==> config.mk <==
export PLATFORM = sky130hd
export DESIGN_NAME = pc_branch_unit
export DESIGN_NICKNAME = d
export VERILOG_FILES = /design/src/rtl/pc_branch_unit.sv
export SDC_FILE = /design/constraint.sdc
export NUM_CORES = 1
export LEC_CHECK = 0
export ABC_AREA = 1
export CORE_UTILIZATION = 31
export DETAILED_ROUTE_END_ITERATION = 8
export DONT_BUFFER_PORTS = 1
export PLACE_DENSITY_LB_ADDON = 0.2
export SYNTH_ARGS = -nofsm -noshare
export SYNTH_HDL_FRONTEND = slang
export SYNTH_SLANG_ARGS = --single-unit
==> constraint.sdc <==
create_clock -name clk -period 2.45 [get_ports clk]
set_clock_uncertainty 0.15 [all_clocks]
set_input_delay 0.49 -clock clk [delete_from_list [all_inputs] [get_ports clk]]
set_output_delay 0.49 -clock clk [all_outputs]
set_load 0.005 [all_outputs]
==> src/rtl/pc_branch_unit.sv <==
// Program-counter and branch unit: decodes move vs. control ops, steps or redirects
// the PC, maintains a LIFO return stack and the output-pin source select.
module pc_branch_unit #(
  parameter int DATA_W      = 8,
  parameter int ADDR_W      = 3,
  parameter int STACK_DEPTH = 4
) (
  input  logic                  clk,
  input  logic                  rst,
  input  logic                  enable,
  input  logic [2*ADDR_W-1:0]   addrs,
  input  logic [DATA_W-1:0]     dIn0,
  input  logic [DATA_W-1:0]     offset,
  input  logic                  carry_flag,
  input  logic                  borrow_flag,
  output logic [DATA_W-1:0]     pc,
  output logic                  mov_we,
  output logic [ADDR_W-1:0]     mov_dst,
  output logic [DATA_W-1:0]     mov_data,
  output logic [DATA_W-1:0]     pins_out,
  output logic                  out_sel,
  output logic                  flush,
  output logic                  stack_err
);

  localparam int CNT_W = $clog2(STACK_DEPTH + 1);
  localparam int IDX_W = (STACK_DEPTH > 1) ? $clog2(STACK_DEPTH) : 1;
  localparam int SLOTS = 1 << IDX_W;
  localparam logic [CNT_W-1:0] FULL_CNT = CNT_W'(STACK_DEPTH);

  logic [ADDR_W-1:0] dst, src;
  logic              eq;
  logic [7:0]        op;

  logic [DATA_W-1:0] pc_q, pc_d;
  logic              out_sel_q, out_sel_d;
  logic              flush_q, flush_d;
  logic              err_q, err_d;
  logic [CNT_W-1:0]  cnt_q, cnt_d;
  logic [DATA_W-1:0] stack_q [SLOTS];
  logic              push;

  logic [DATA_W-1:0] pc_inc, pc_tgt;
  logic [IDX_W-1:0]  wr_idx, rd_idx;
  logic              full, empty;

  assign dst = addrs[2*ADDR_W-1:ADDR_W];
  assign src = addrs[ADDR_W-1:0];
  assign eq  = (dst == src);
  // Zero-extend so op codes above the field range never alias small codes.
  assign op  = 8'(dst);

  assign mov_we   = enable & ~eq;
  assign mov_dst  = dst;
  assign mov_data = enable ? dIn0 : '0;

  // Two's-complement offset: modular addition gives the signed displacement.
  assign pc_inc = pc_q + DATA_W'(1);
  assign pc_tgt = pc_q + offset;

  assign full   = (cnt_q == FULL_CNT);
  assign empty  = (cnt_q == '0);
  assign wr_idx = IDX_W'(cnt_q);
  assign rd_idx = IDX_W'(cnt_q - CNT_W'(1));

  always_comb begin
    pc_d      = pc_q;
    out_sel_d = out_sel_q;
    flush_d   = 1'b0;
    err_d     = err_q;
    cnt_d     = cnt_q;
    push      = 1'b0;
    if (enable) begin
      pc_d = pc_inc;
      if (eq) begin
        case (op)
          8'd0: if (carry_flag)  begin pc_d = pc_tgt; flush_d = 1'b1; end
          8'd1: if (borrow_flag) begin pc_d = pc_tgt; flush_d = 1'b1; end
          8'd2: begin pc_d = pc_tgt; flush_d = 1'b1; end
          8'd3: out_sel_d = ~out_sel_q;
          8'd4: begin
            if (full) begin
              err_d = 1'b1;
            end else begin
              push    = 1'b1;
              cnt_d   = cnt_q + CNT_W'(1);
              pc_d    = pc_tgt;
              flush_d = 1'b1;
            end
          end
          8'd5: begin
            if (empty) begin
              err_d = 1'b1;
            end else begin
              cnt_d   = cnt_q - CNT_W'(1);
              pc_d    = stack_q[rd_idx];
              flush_d = 1'b1;
            end
          end
          default: ;
        endcase
      end
    end
  end

  always_ff @(posedge clk) begin
    if (rst) begin
      pc_q      <= '0;
      out_sel_q <= 1'b0;
      flush_q   <= 1'b0;
      err_q     <= 1'b0;
      cnt_q     <= '0;
    end else begin
      pc_q      <= pc_d;
      out_sel_q <= out_sel_d;
      flush_q   <= flush_d;
      err_q     <= err_d;
      cnt_q     <= cnt_d;
    end
  end

  // Stack storage carries no reset; the count alone defines which entries are live.
  always_ff @(posedge clk) begin
    if (push) stack_q[wr_idx] <= pc_inc;
  end

  assign pc        = pc_q;
  assign out_sel   = out_sel_q;
  assign flush     = flush_q;
  assign stack_err = err_q;
  assign pins_out  = out_sel_q ? pc_q : offset;

endmodule
==> impl_metrics.toml <==
[global_routing]
largest_net_degree_at_the_start_of_global_routing = 20
grt_first_pass_wirelength_um = 12600
antenna_found_initial = 0
global_route.overflow_total = 0
first_global_vias = 2381
grt.total_usage_pct = 16.4

[finish]
multi_input_area_um2 = 1440
diodes = 0
finish.cell_count_without_fillers = 507
syn_to_final_growth_pct = 9.32
design_area_um2 = 3240
layout-drive-gt1-share_pct = 10.1
layout.filler_cells = 982
layout.area.seq_um2 = 1240
layout.nets = 419
final_core_util_pct = 35.1

[route]
number_of_nets_still_failing_antenna_checks_after_routing = 0
drt-pass1-iter-count = 4
drc = 0
routed_wirelength_um = 7640
avgViaCountPerCell = 4.78
detailedRoute.firstIterationViolations = 124
detail_routed_net_length_per_standard_cell_um = 15.1
dr_total_vias = 2423

[logic_synthesis]
netlist_top_cells_area = "sky130_fd_sc_hd__edfxtp_1 32%, sky130_fd_sc_hd__nand2_1 12%, sky130_fd_sc_hd__dfxtp_1 9.4%"
netlist-cell-type-count = 39
synth_top_cell_area_share_pct = 32.4
synth_area_leader_cell = "sky130_fd_sc_hd__edfxtp_1"
synth-seq-area-share_pct = 41.8
dominantRegCellSynth = "sky130_fd_sc_hd__edfxtp_1"
synth_cells = 374
net_count_after_synthesis = 416
number_of_enable_flip_flop_cells_after_synthesis = 32
synth_async_reset_ratio_pct = 0
synth_area_per_cell_um2 = 7.94
post_synth_design_cell_area_um2 = 2970
synth_commonest_cells = "97 x sky130_fd_sc_hd__nand2_1, 46 x sky130_fd_sc_hd__inv_1, 32 x sky130_fd_sc_hd__edfxtp_1"
ys_ff_latch = 46
ys_warn_count = 0
yosysMostFrequentCell = "sky130_fd_sc_hd__nand2_1"

[power_and_ir_drop]
vdd.ir_drop.worst_v = 0.000251
total_power_mw = 1.78
power_leakage_nw = 1.42
p_per_area_nw_per_um2 = 549

[clock_network]
cts_tree = "yes"
cts-buffers-inserted = 5
hold_buf_count_cts = 0
cts_buffer_depth = 2
clk_pin_slew_worst_paths_ns = 0.09
cts-resized-gates = 0
clk-insertion-delay-late_ns = 0.30
cts.repair_timing.setup_buffer_count = 0
sinks_on_clock_net = 46
htree_levels = 2
cts-root-buf = "sky130_fd_sc_hd__clkbuf_8"

[critical_path]
critical_path_arrival_ns = 2.21
crit_path_max_fanout = 5
crit_path_start_kind = "register"
required_ns = 2.54
worst_path_max_stage_delay_ns = 0.44
most_repeated_library_cell_on_the_critical_path = "sky130_fd_sc_hd__nand2_1"
crit_chain = "ha_1, fa_1, nand3_1, nand3_1, nand2_1, nand2_1, a21oi_1, nand2_1, nand2_1, nand3_1, a21oi_1"
worst_r2r_path_cells = 11
type_of_destination_of_the_critical_path = "register"
worst-setup-path-type = "register to register"
timing.critical_path.slowest_stage_cell = "sky130_fd_sc_hd__fa_1"

[sta]
timing_max_transition_violations_final = 0
timing_worst_slew_pin_value_ns = 0.505
slew_headroom_pct = 66.3
fmax_ghz = 0.473
grt_setup_unrepaired = "false"
finalCriticalPeriod_ns = 2.12
timing.final.ws_setup_ns = 0.334
setup_tns_ns = 0
fin_hold_ws_ns = 0.0911
setup_viol_count_final = 0
report.final.hold_viol_count = 0
final_min_period_over_clock_period_pct = 86.4

[floorplan]
i_o_pin_cnt = 58
placementRows = 35
horizontal_die_dimension_um = 99.8
floorplan.initialDensity_pct = 32.1
core-area_um2 = 9240
vert_die_dim_um = 99.8
area_of_the_die_um2 = 9970

[place]
dpl.cell_count = 499
detailed_place_hpwl_um = 5740
port-buffer-count = 0
placedInstanceArea_um2 = 3110
gp_routability_congestion = 0.811
detailedPlace.worstSlack_ns = 0.270

[run_status]
outcome = "complete, no violations"

[min_path]
holdPathStages = 1
hold_path.class = "primary input to register"

[job]
drv_cap = 0
[logic make-up (layout without fill, tap and decap cells)]
family                   after synthesis  in the layout  share of synthesized area (%)
AND/OR/NAND/NOR                      179            179                           28.1
buffers and inverters                 65             69                           9.65
AO/OA/AOI/OAI                         60             60                           10.7
XOR/XNOR                               9              9                           3.16
adder cells (fa/ha/maj)               15             15                           6.58
flip-flops                            46             46                           41.8
[cells in the final DEF, fill, tap and decap left out, types with 2 or more instances in the layout]
master	count
sky130_fd_sc_hd__o22ai_1	3
sky130_fd_sc_hd__a22oi_1	2
sky130_fd_sc_hd__buf_4	9
sky130_fd_sc_hd__bufinv_16	2
sky130_fd_sc_hd__nand2_1	97
sky130_fd_sc_hd__xnor2_2	2
sky130_fd_sc_hd__clkbuf_8	5
sky130_fd_sc_hd__o21ai_0	21
sky130_fd_sc_hd__inv_2	3
sky130_fd_sc_hd__nand2_2	2
sky130_fd_sc_hd__edfxtp_1	32
sky130_fd_sc_hd__nor2_1	25
sky130_fd_sc_hd__dfxtp_1	14
sky130_fd_sc_hd__nand3_1	30
sky130_fd_sc_hd__nand3b_1	3
sky130_fd_sc_hd__ha_1	14
sky130_fd_sc_hd__inv_1	46
sky130_fd_sc_hd__xnor2_1	2
sky130_fd_sc_hd__nor2_2	4
sky130_fd_sc_hd__clkinv_1	2
sky130_fd_sc_hd__xor2_1	5
sky130_fd_sc_hd__nand4_1	8
sky130_fd_sc_hd__a21oi_1	28
sky130_fd_sc_hd__o21ai_1	3
sky130_fd_sc_hd__nand3_2	2
[report_power, final]
group / switching (mW) / leakage [nW] / total (mW) / internal (mW)
Clock: 0.276 / 0.0683 / 0.685 / 0.409
Combinational: 0.150 / 0.946 / 0.235 / 0.0842
Sequential: 0.0183 / 0.405 / 0.860 / 0.842
Total: 0.445 / 1.42 / 1.78 / 1.34
[metal layers]
metal	GRT usage [%]	vias to the layer above	wire length, µm
met5	0	-	0
li1	-	1235	-
met2	27.7	58	3670
met1	22.2	1126	3610
met4	3.39	0	44
met3	2.79	4	317
[final cells by class]
type / instances / area share (%)
clock buffers: 5 / 2.12
clock inverters: 3 / 2.12
inverters: 52 / 6.05
multi-input cells: 263 / 44.4
flip-flops and latches: 46 / 38.3
well taps: 129 / 4.97
repair buffers: 9 / 2.08
[final timing paths]
path	from	end	slack [ns]
min	rst	pc[5]	0.09
max	pc[0]	pc[4]	0.33
min reg2reg	stack_err	stack_err	0.32
max reg2reg	pc[0]	pc[4]	0.33
[state kept, by name (all words and copies together) (netlist names)]
register / count
stack_err: 1
pc: 8
out_sel: 1
cnt_q: 3
flush: 1
stack_q: 32
[worst max-delay path, delay by kind of cell, from the launching register on]
kind                     cells  cell delay (ns)
adder cells (fa/ha/maj)      2             0.70
flip-flops                   1             0.39
AND/OR/NAND/NOR              7             0.52
AO/OA/AOI/OAI                2             0.28
Note: power is estimated with default switching activity, not from simulation.
